## src/rtl/pwm_gen_multi.sv

```systemverilog
// Multi-channel PWM generator: shared prescaled time base, double-buffered config.
// Optional complementary outputs with dead time when PWM_DEADTIME_EN is defined.
module pwm_gen_multi #(
    parameter int NUM_CH  = 4,
    parameter int CNT_W   = 16,
    parameter int PRESC_W = 8
) (
    input  logic                    clk,
    input  logic                    rst_n,
    input  logic                    pwm_en,
    input  logic [NUM_CH-1:0]       ch_en,
    input  logic [PRESC_W-1:0]      prescale,
    input  logic [CNT_W-1:0]        period,
    input  logic [2*NUM_CH-1:0]     mode,
    input  logic [CNT_W*NUM_CH-1:0] compare1,
    input  logic [CNT_W*NUM_CH-1:0] compare2,
    input  logic                    cfg_load,
`ifdef PWM_DEADTIME_EN
    input  logic [7:0]              dead_time,
    output logic [NUM_CH-1:0]       pwm_out_n,
`endif
    output logic                    cfg_pending,
    output logic [CNT_W-1:0]        count_val,
    output logic                    period_tick,
    output logic [NUM_CH-1:0]       pwm_out
);

    logic [PRESC_W-1:0]      presc_q, presc_d;
    logic [CNT_W-1:0]        cnt_q, cnt_d;
    logic                    ptick_q;
    logic                    pend_q;
    logic [CNT_W-1:0]        sh_per_q, act_per_q;
    logic [2*NUM_CH-1:0]     sh_mode_q, act_mode_q;
    logic [CNT_W*NUM_CH-1:0] sh_c1_q, sh_c2_q, act_c1_q, act_c2_q;
    logic [NUM_CH-1:0]       out_q;
    logic [NUM_CH-1:0]       ge1, lt2, raw;
    logic                    tick, wrap;

    // Compare with >= so a prescale/period shrink can never stall the count.
    assign tick = presc_q >= prescale;
    assign wrap = tick && (cnt_q >= act_per_q);

    always_comb begin
        presc_d = tick ? '0 : presc_q + 1'b1;
        cnt_d   = cnt_q;
        if (tick) begin
            cnt_d = wrap ? '0 : cnt_q + 1'b1;
        end
    end

    always_comb begin
        ge1 = '0;
        lt2 = '0;
        raw = '0;
        for (int i = 0; i < NUM_CH; i++) begin
            ge1[i] = cnt_q >= act_c1_q[CNT_W*i +: CNT_W];
            lt2[i] = cnt_q < act_c2_q[CNT_W*i +: CNT_W];
            case (act_mode_q[2*i +: 2])
                2'b00:   raw[i] = !ge1[i];
                2'b01:   raw[i] = ge1[i];
                2'b10:   raw[i] = ge1[i] & lt2[i];
                default: raw[i] = !(ge1[i] & lt2[i]);
            endcase
        end
    end

    always_ff @(posedge clk or negedge rst_n) begin
        if (!rst_n) begin
            presc_q    <= '0;
            cnt_q      <= '0;
            ptick_q    <= 1'b0;
            pend_q     <= 1'b0;
            sh_per_q   <= '0;
            sh_mode_q  <= '0;
            sh_c1_q    <= '0;
            sh_c2_q    <= '0;
            act_per_q  <= '0;
            act_mode_q <= '0;
            act_c1_q   <= '0;
            act_c2_q   <= '0;
        end else begin
            if (cfg_load) begin
                sh_per_q  <= period;
                sh_mode_q <= mode;
                sh_c1_q   <= compare1;
                sh_c2_q   <= compare2;
            end
            if (!pwm_en) begin
                presc_q    <= '0;
                cnt_q      <= '0;
                ptick_q    <= 1'b0;
                pend_q     <= 1'b0;
                act_per_q  <= period;
                act_mode_q <= mode;
                act_c1_q   <= compare1;
                act_c2_q   <= compare2;
            end else begin
                presc_q <= presc_d;
                cnt_q   <= cnt_d;
                ptick_q <= wrap;
                if (wrap && pend_q) begin
                    act_per_q  <= sh_per_q;
                    act_mode_q <= sh_mode_q;
                    act_c1_q   <= sh_c1_q;
                    act_c2_q   <= sh_c2_q;
                end
                if (cfg_load) begin
                    pend_q <= 1'b1;
                end else if (wrap) begin
                    pend_q <= 1'b0;
                end
            end
        end
    end

`ifdef PWM_DEADTIME_EN
    logic [NUM_CH-1:0] lvl_q, outn_q, edg, ok;
    logic [7:0]        dt_q [NUM_CH];

    // New side may assert once the gap counter has run down to its last clock.
    always_comb begin
        edg = '0;
        ok  = '0;
        for (int i = 0; i < NUM_CH; i++) begin
            edg[i] = raw[i] ^ lvl_q[i];
            ok[i]  = edg[i] ? (dead_time == 8'd0) : (dt_q[i] <= 8'd1);
        end
    end

    always_ff @(posedge clk or negedge rst_n) begin
        if (!rst_n) begin
            lvl_q  <= '0;
            out_q  <= '0;
            outn_q <= '0;
            for (int i = 0; i < NUM_CH; i++) dt_q[i] <= '0;
        end else if (!pwm_en) begin
            lvl_q  <= '0;
            out_q  <= '0;
            outn_q <= '0;
            for (int i = 0; i < NUM_CH; i++) dt_q[i] <= '0;
        end else begin
            lvl_q  <= raw;
            out_q  <= ch_en & raw & ok;
            outn_q <= ch_en & ~raw & ok;
            for (int i = 0; i < NUM_CH; i++) begin
                if (edg[i]) begin
                    dt_q[i] <= dead_time;
                end else if (dt_q[i] != 8'd0) begin
                    dt_q[i] <= dt_q[i] - 8'd1;
                end
            end
        end
    end

    assign pwm_out_n = outn_q;
`else
    always_ff @(posedge clk or negedge rst_n) begin
        if (!rst_n) begin
            out_q <= '0;
        end else begin
            out_q <= pwm_en ? (ch_en & raw) : '0;
        end
    end
`endif

    assign cfg_pending = pend_q;
    assign count_val   = cnt_q;
    assign period_tick = ptick_q;
    assign pwm_out     = out_q;

endmodule

```

## config.mk

```make
export PLATFORM = sky130hd
export DESIGN_NAME = pwm_gen_multi
export DESIGN_NICKNAME = d
export VERILOG_FILES = /design/src/rtl/pwm_gen_multi.sv
export SDC_FILE = /design/constraint.sdc
export NUM_CORES = 1
export LEC_CHECK = 0
export BUFFER_PORTS_ARGS = -buffer_cell sky130_fd_sc_hd__buf_2
export CAP_MARGIN = 5
export CORE_AREA = 2 2 253 255
export CTS_CLUSTER_DIAMETER = 40
export DETAILED_ROUTE_END_ITERATION = 6
export DIE_AREA = 0 0 255 257
export PLACE_DENSITY = 0.44
export SETUP_SLACK_MARGIN = 0.4
export SLEW_MARGIN = 20
export SYNTH_ARGS = -nofsm -noshare
export SYNTH_HDL_FRONTEND = slang
export SYNTH_SLANG_ARGS = --single-unit
```

## constraint.sdc

```tcl
create_clock -name clk -period 2.65 [get_ports clk]
set_clock_uncertainty 0.05 [all_clocks]
set_input_delay 0.3975 -clock clk [delete_from_list [all_inputs] [get_ports clk]]
set_output_delay 0.3975 -clock clk [all_outputs]
set_load 0.005 [all_outputs]
```

==> results.md <==
Floorplan:
- Measured along the y axis, the die boundary spans 257 µm.
- The starting density of the core is 0.279.
- The floorplan has just over 90 rows.
- The I/O pin count is 190.
- The die width is between 200 and 300 µm.
- The area of the core is around 63000 µm².
- The die covers 65500 µm².

Drt:
- The number of vias after detailed routing is 15000.
- For this run, design rule violations remaining after detail routing come to 0.
- Wires add up to 61400 µm.
- The pre-antenna-repair detailed-routing pass consisted of 4 iterations.
- The detailed router finished its first iteration with 847 violations.
- Using the TritonRoute via totals, the vias-per-cell ratio works out to between 4 and 5.
- The number of antenna-violating nets in the routed design is 0.
- The per-cell routed wire length is 19.5 µm.

Timing:
- Setup repair after global routing could not meet its margin everywhere.
- The final-report hold violation count was 0.
- In this run the tightest slew margin relative to its limit is 0.496.
- The sum of negative setup slack is -0.0464 ns.
- In the finished design, the share of the clock period the worst path needs comes to 1.02.
- The number of slew-limit violations in the final report was 0.
- The maximum frequency from static timing analysis is 371 MHz.
- The minimum hold slack is 0.0235 ns.
- The pin slew with the least headroom to its limit is 0.756 ns.
- Setup violations remaining at the end of the flow were counted as 1.
- Once routing completed, OpenROAD measured the worst setup slack at -0.0464 ns.
- The post-layout minimum cycle time is 2.70 ns.

Setup path:
- The startpoint of the worst setup timing path is count_val[5].
- The critical path class is register to register.
- The total buffers and inverters traversed by the critical path is 4.
- STA classifies the critical path endpoint as a register.
- In this design, the stage delay of the slowest critical-path cell is 0.47 ns.
- The critical path goes through buf_6 -> buf_12 -> buf_8 -> ha_4 -> nand4_1 -> o31ai_4 -> a21oi_2 -> o31a_1 -> mux2i_4 -> buf_6 -> mux2i_4.
- The required time reported for the critical path endpoint is 3.11 ns.
- The kind of launch point of the worst setup path is a register.
- The dominant delay contributor by cell family on the critical path is compound AO/OA/AOI/OAI gates.
- Among all stages on the critical path, the largest delay is contributed by sky130_fd_sc_hd__dfrtp_2.
- The setup slack of the worst register-to-register path is -0.05 ns.
- The data arrival at the endpoint of the critical path is 3.16 ns.
- The startpoint of the most critical register-to-register path is count_val[5].
- The biggest fanout along the worst timing path is 4.

Global route:
- Global routing finished with a remaining overflow of 0.
- The global-route total usage across every layer is 0.183.
- The initial antenna violation count is 6.
- The met2 routing resource usage after global routing is 0.296.
- The most used routing layer in global routing is met2.
- The number of global-route vias before repair came to 15200.
- For this run, global-route usage on met3 was measured as 0.0402.
- The first global-routing pass estimated 90800 µm of wire.
- In the global route stage, met1 resource usage came out at 0.244.
- The pin count of the biggest net entering global routing is 101.

Yosys:
- For this run, the register share of the synthesized area comes to 0.478.
- The number of different library cells used by synthesis comes to 48.
- Of the post-synthesis cell area, the dominant cell type holds 0.478.
- The number of instances in the synthesized netlist is 1802.
- The number of warnings printed during yosys synthesis is 0.
- The total nets after synthesis is 2120.
- In the synthesized netlist the dominant register cell turns out to be sky130_fd_sc_hd__dfrtp_1.
- The synthesized design contains around 330 register bits.
- The synthesized netlist occupies a cell area of 17500 µm².
- A synthesized cell averages 9.70 µm².
- By area the synthesized netlist is led by sky130_fd_sc_hd__dfrtp_1 48%, sky130_fd_sc_hd__ha_1 11%, sky130_fd_sc_hd__mux2_2 9.8%.
- The async set or reset register ratio after synthesis is 1.00.
- The number of flops mapped to enable cells by yosys is 0.
- The library cell with the largest summed area after synthesis is sky130_fd_sc_hd__dfrtp_1.

Pwr:
- The worst-case IR drop observed on VDD is 509 µV.
- Summed over all cells, the static leakage comes to 12.7 nW.
- The power per standard cell area is 683 nW/µm².

CTS:
- For this design, the sink count on the clock tree is 334.
- For the worst-skew pair, the clock arrives at the later sink with an insertion delay of between 0.6 and 0.7 ns.
- The clock buffer count from CTS is 77.
- The clock transition at the register clock pins on the worst setup and hold paths after CTS is 0.05 ns.
- The root buffer cell is sky130_fd_sc_hd__clkbuf_16.
- The clock tree from TritonCTS is built.
- In this run the number of H-tree levels came out at 3.
- The clock passes through at most 3 buffers.

Cells and area:
- The fraction of layout cells with a size suffix above 1 is 0.352.
- The count of filler cells inserted in the layout is just over 6000.
- The area growth from synthesis to layout is 49.7%.
- The net count of the finished layout is 2556.
- Summing all non-filler instances in the final layout gives an area of 26200 µm².

Placement:
- The quantity of I/O buffers inserted on ports is 189.
- OpenSTA, run right after detailed placement, puts the worst setup slack at -0.238 ns.
- Summing all placed instances gives a cell area of ~20000 µm².
- The weighted congestion reported at the end of routability-driven placement is 0.837.
- The half-perimeter wire length after placement is 38300 µm.

Min path:
- The startpoint identified for the worst hold timing path is compare1[20].
- The tightest min-delay check is of the input port to register type.

Outcome:
- The checks that failed: setup timing.
- The run finished, with violations left.

Run:
- The tool flagged a number of max-cap violations equal to 0.
-- per-layer routing --
| metal | wire (µm) | vias up | share of wire |
|---|---|---|---|
| met5 | 53 | - | 0.00086 |
| li1 | - | 7078 | - |
| met4 | 1530 | 8 | 0.025 |
| met1 | 28100 | 7504 | 0.46 |
| met2 | 29000 | 300 | 0.47 |
| met3 | 2850 | 101 | 0.046 |
-- cells in the mapped netlist (all sizes together) (9+ instances only) --
library cell	n
dfrtp	334
a31oi	153
buf	24
nand3	13
a21o	9
inv	150
ha	150
nand2b	9
clkbuf	66
nand4	19
and3	16
a211oi	9
o21ai	33
nor2	192
xor2	14
a21oi	48
mux2	152
nand2	343
-- through the flow --
stage	instances	power (W)	util
2_1_floorplan	1802	0.00670	-
3_3_place_gp	2821	0.00732	0.317
3_5_place_dp	2821	0.00736	0.317
4_1_cts	3119	0.0179	0.396
5_1_grt	3145	0.0186	0.417
6_report	3147	0.0179	0.417
-- registers in the layout (all words and copies together) (netlist names), 4 cells and up --
signal,count
sh_per_q,16
presc_q,8
act_c1_q,64
count_val,16
act_per_q,16
act_mode_q,8
act_c2_q,64
sh_c1_q,64
pwm_out,4
sh_mode_q,8
sh_c2_q,64
-- logic make-up after synthesis --
group | synth area share
fa+ha+maj | 0.107
flops | 0.478
simple gates | 0.145
xor+xnor | 0.00952
mux | 0.101
compound gates | 0.101
buf+inv | 0.0578
-- layout by cell type, fill, tap and decap left out, types with 10 or more instances in the layout --
master,instances
sky130_fd_sc_hd__buf_2,186
sky130_fd_sc_hd__and3_1,15
sky130_fd_sc_hd__a31oi_4,14
sky130_fd_sc_hd__dfrtp_1,323
sky130_fd_sc_hd__nand3_1,12
sky130_fd_sc_hd__mux2_2,152
sky130_fd_sc_hd__o21ai_0,22
sky130_fd_sc_hd__ha_4,13
sky130_fd_sc_hd__a21oi_2,10
sky130_fd_sc_hd__buf_6,15
sky130_fd_sc_hd__a31oi_1,138
sky130_fd_sc_hd__clkbuf_16,85
sky130_fd_sc_hd__buf_4,72
sky130_fd_sc_hd__nand4_1,19
sky130_fd_sc_hd__xor2_1,14
sky130_fd_sc_hd__nor2_1,189
sky130_fd_sc_hd__nand2_4,53
sky130_fd_sc_hd__ha_1,134
sky130_fd_sc_hd__inv_1,149
sky130_fd_sc_hd__dfrtp_2,11
sky130_fd_sc_hd__bufinv_16,15
sky130_fd_sc_hd__nand2_2,58
sky130_fd_sc_hd__nand2_1,232
sky130_fd_sc_hd__dlygate4sd3_1,120
sky130_fd_sc_hd__a21oi_1,38
sky130_fd_sc_hd__buf_16,17
sky130_fd_sc_hd__buf_12,20
-- layout make-up --
cell class                 instances  area [µm²]  area share
multi-input combinational       1228        9330       0.356
sequential                       334        8370       0.320
timing repair buffer             447        4050       0.155
clock buffer                      93        2060      0.0786
tap                              846        1060      0.0404
clock inverter                    47         738      0.0282
inverter                         150         566      0.0216
antenna                            2        5.00    0.000191
-- what timing repair did --
action                     4_1_cts  5_1_grt
setup endpoints to repair      183      182
gates cloned                    11       10
hold buffers                   120        0
resized for setup               94      234
hold endpoints to repair       340        0
buffers inserted                27       16
pin swaps                       40      191
-- where the power goes --
| part | total (W) | switching, W | internal [W] |
|---|---|---|---|
| sequential | 0.00588 | 0.000308 | 0.00557 |
| clock | 0.0103 | 0.00323 | 0.00702 |
| combinational | 0.00175 | 0.000892 | 0.000857 |
-- final timing paths --
check | end | cells past startpoint
min reg2reg | sh_mode_q[7] | 1
min | sh_c1_q[20] | 2
max | pwm_out[1] | 11
max in group asynchronous | sh_c2_q[50] | 3
max reg2reg | pwm_out[1] | 11
min in group asynchronous | sh_c2_q[29] | 2
(Power assumes the default switching activity.)
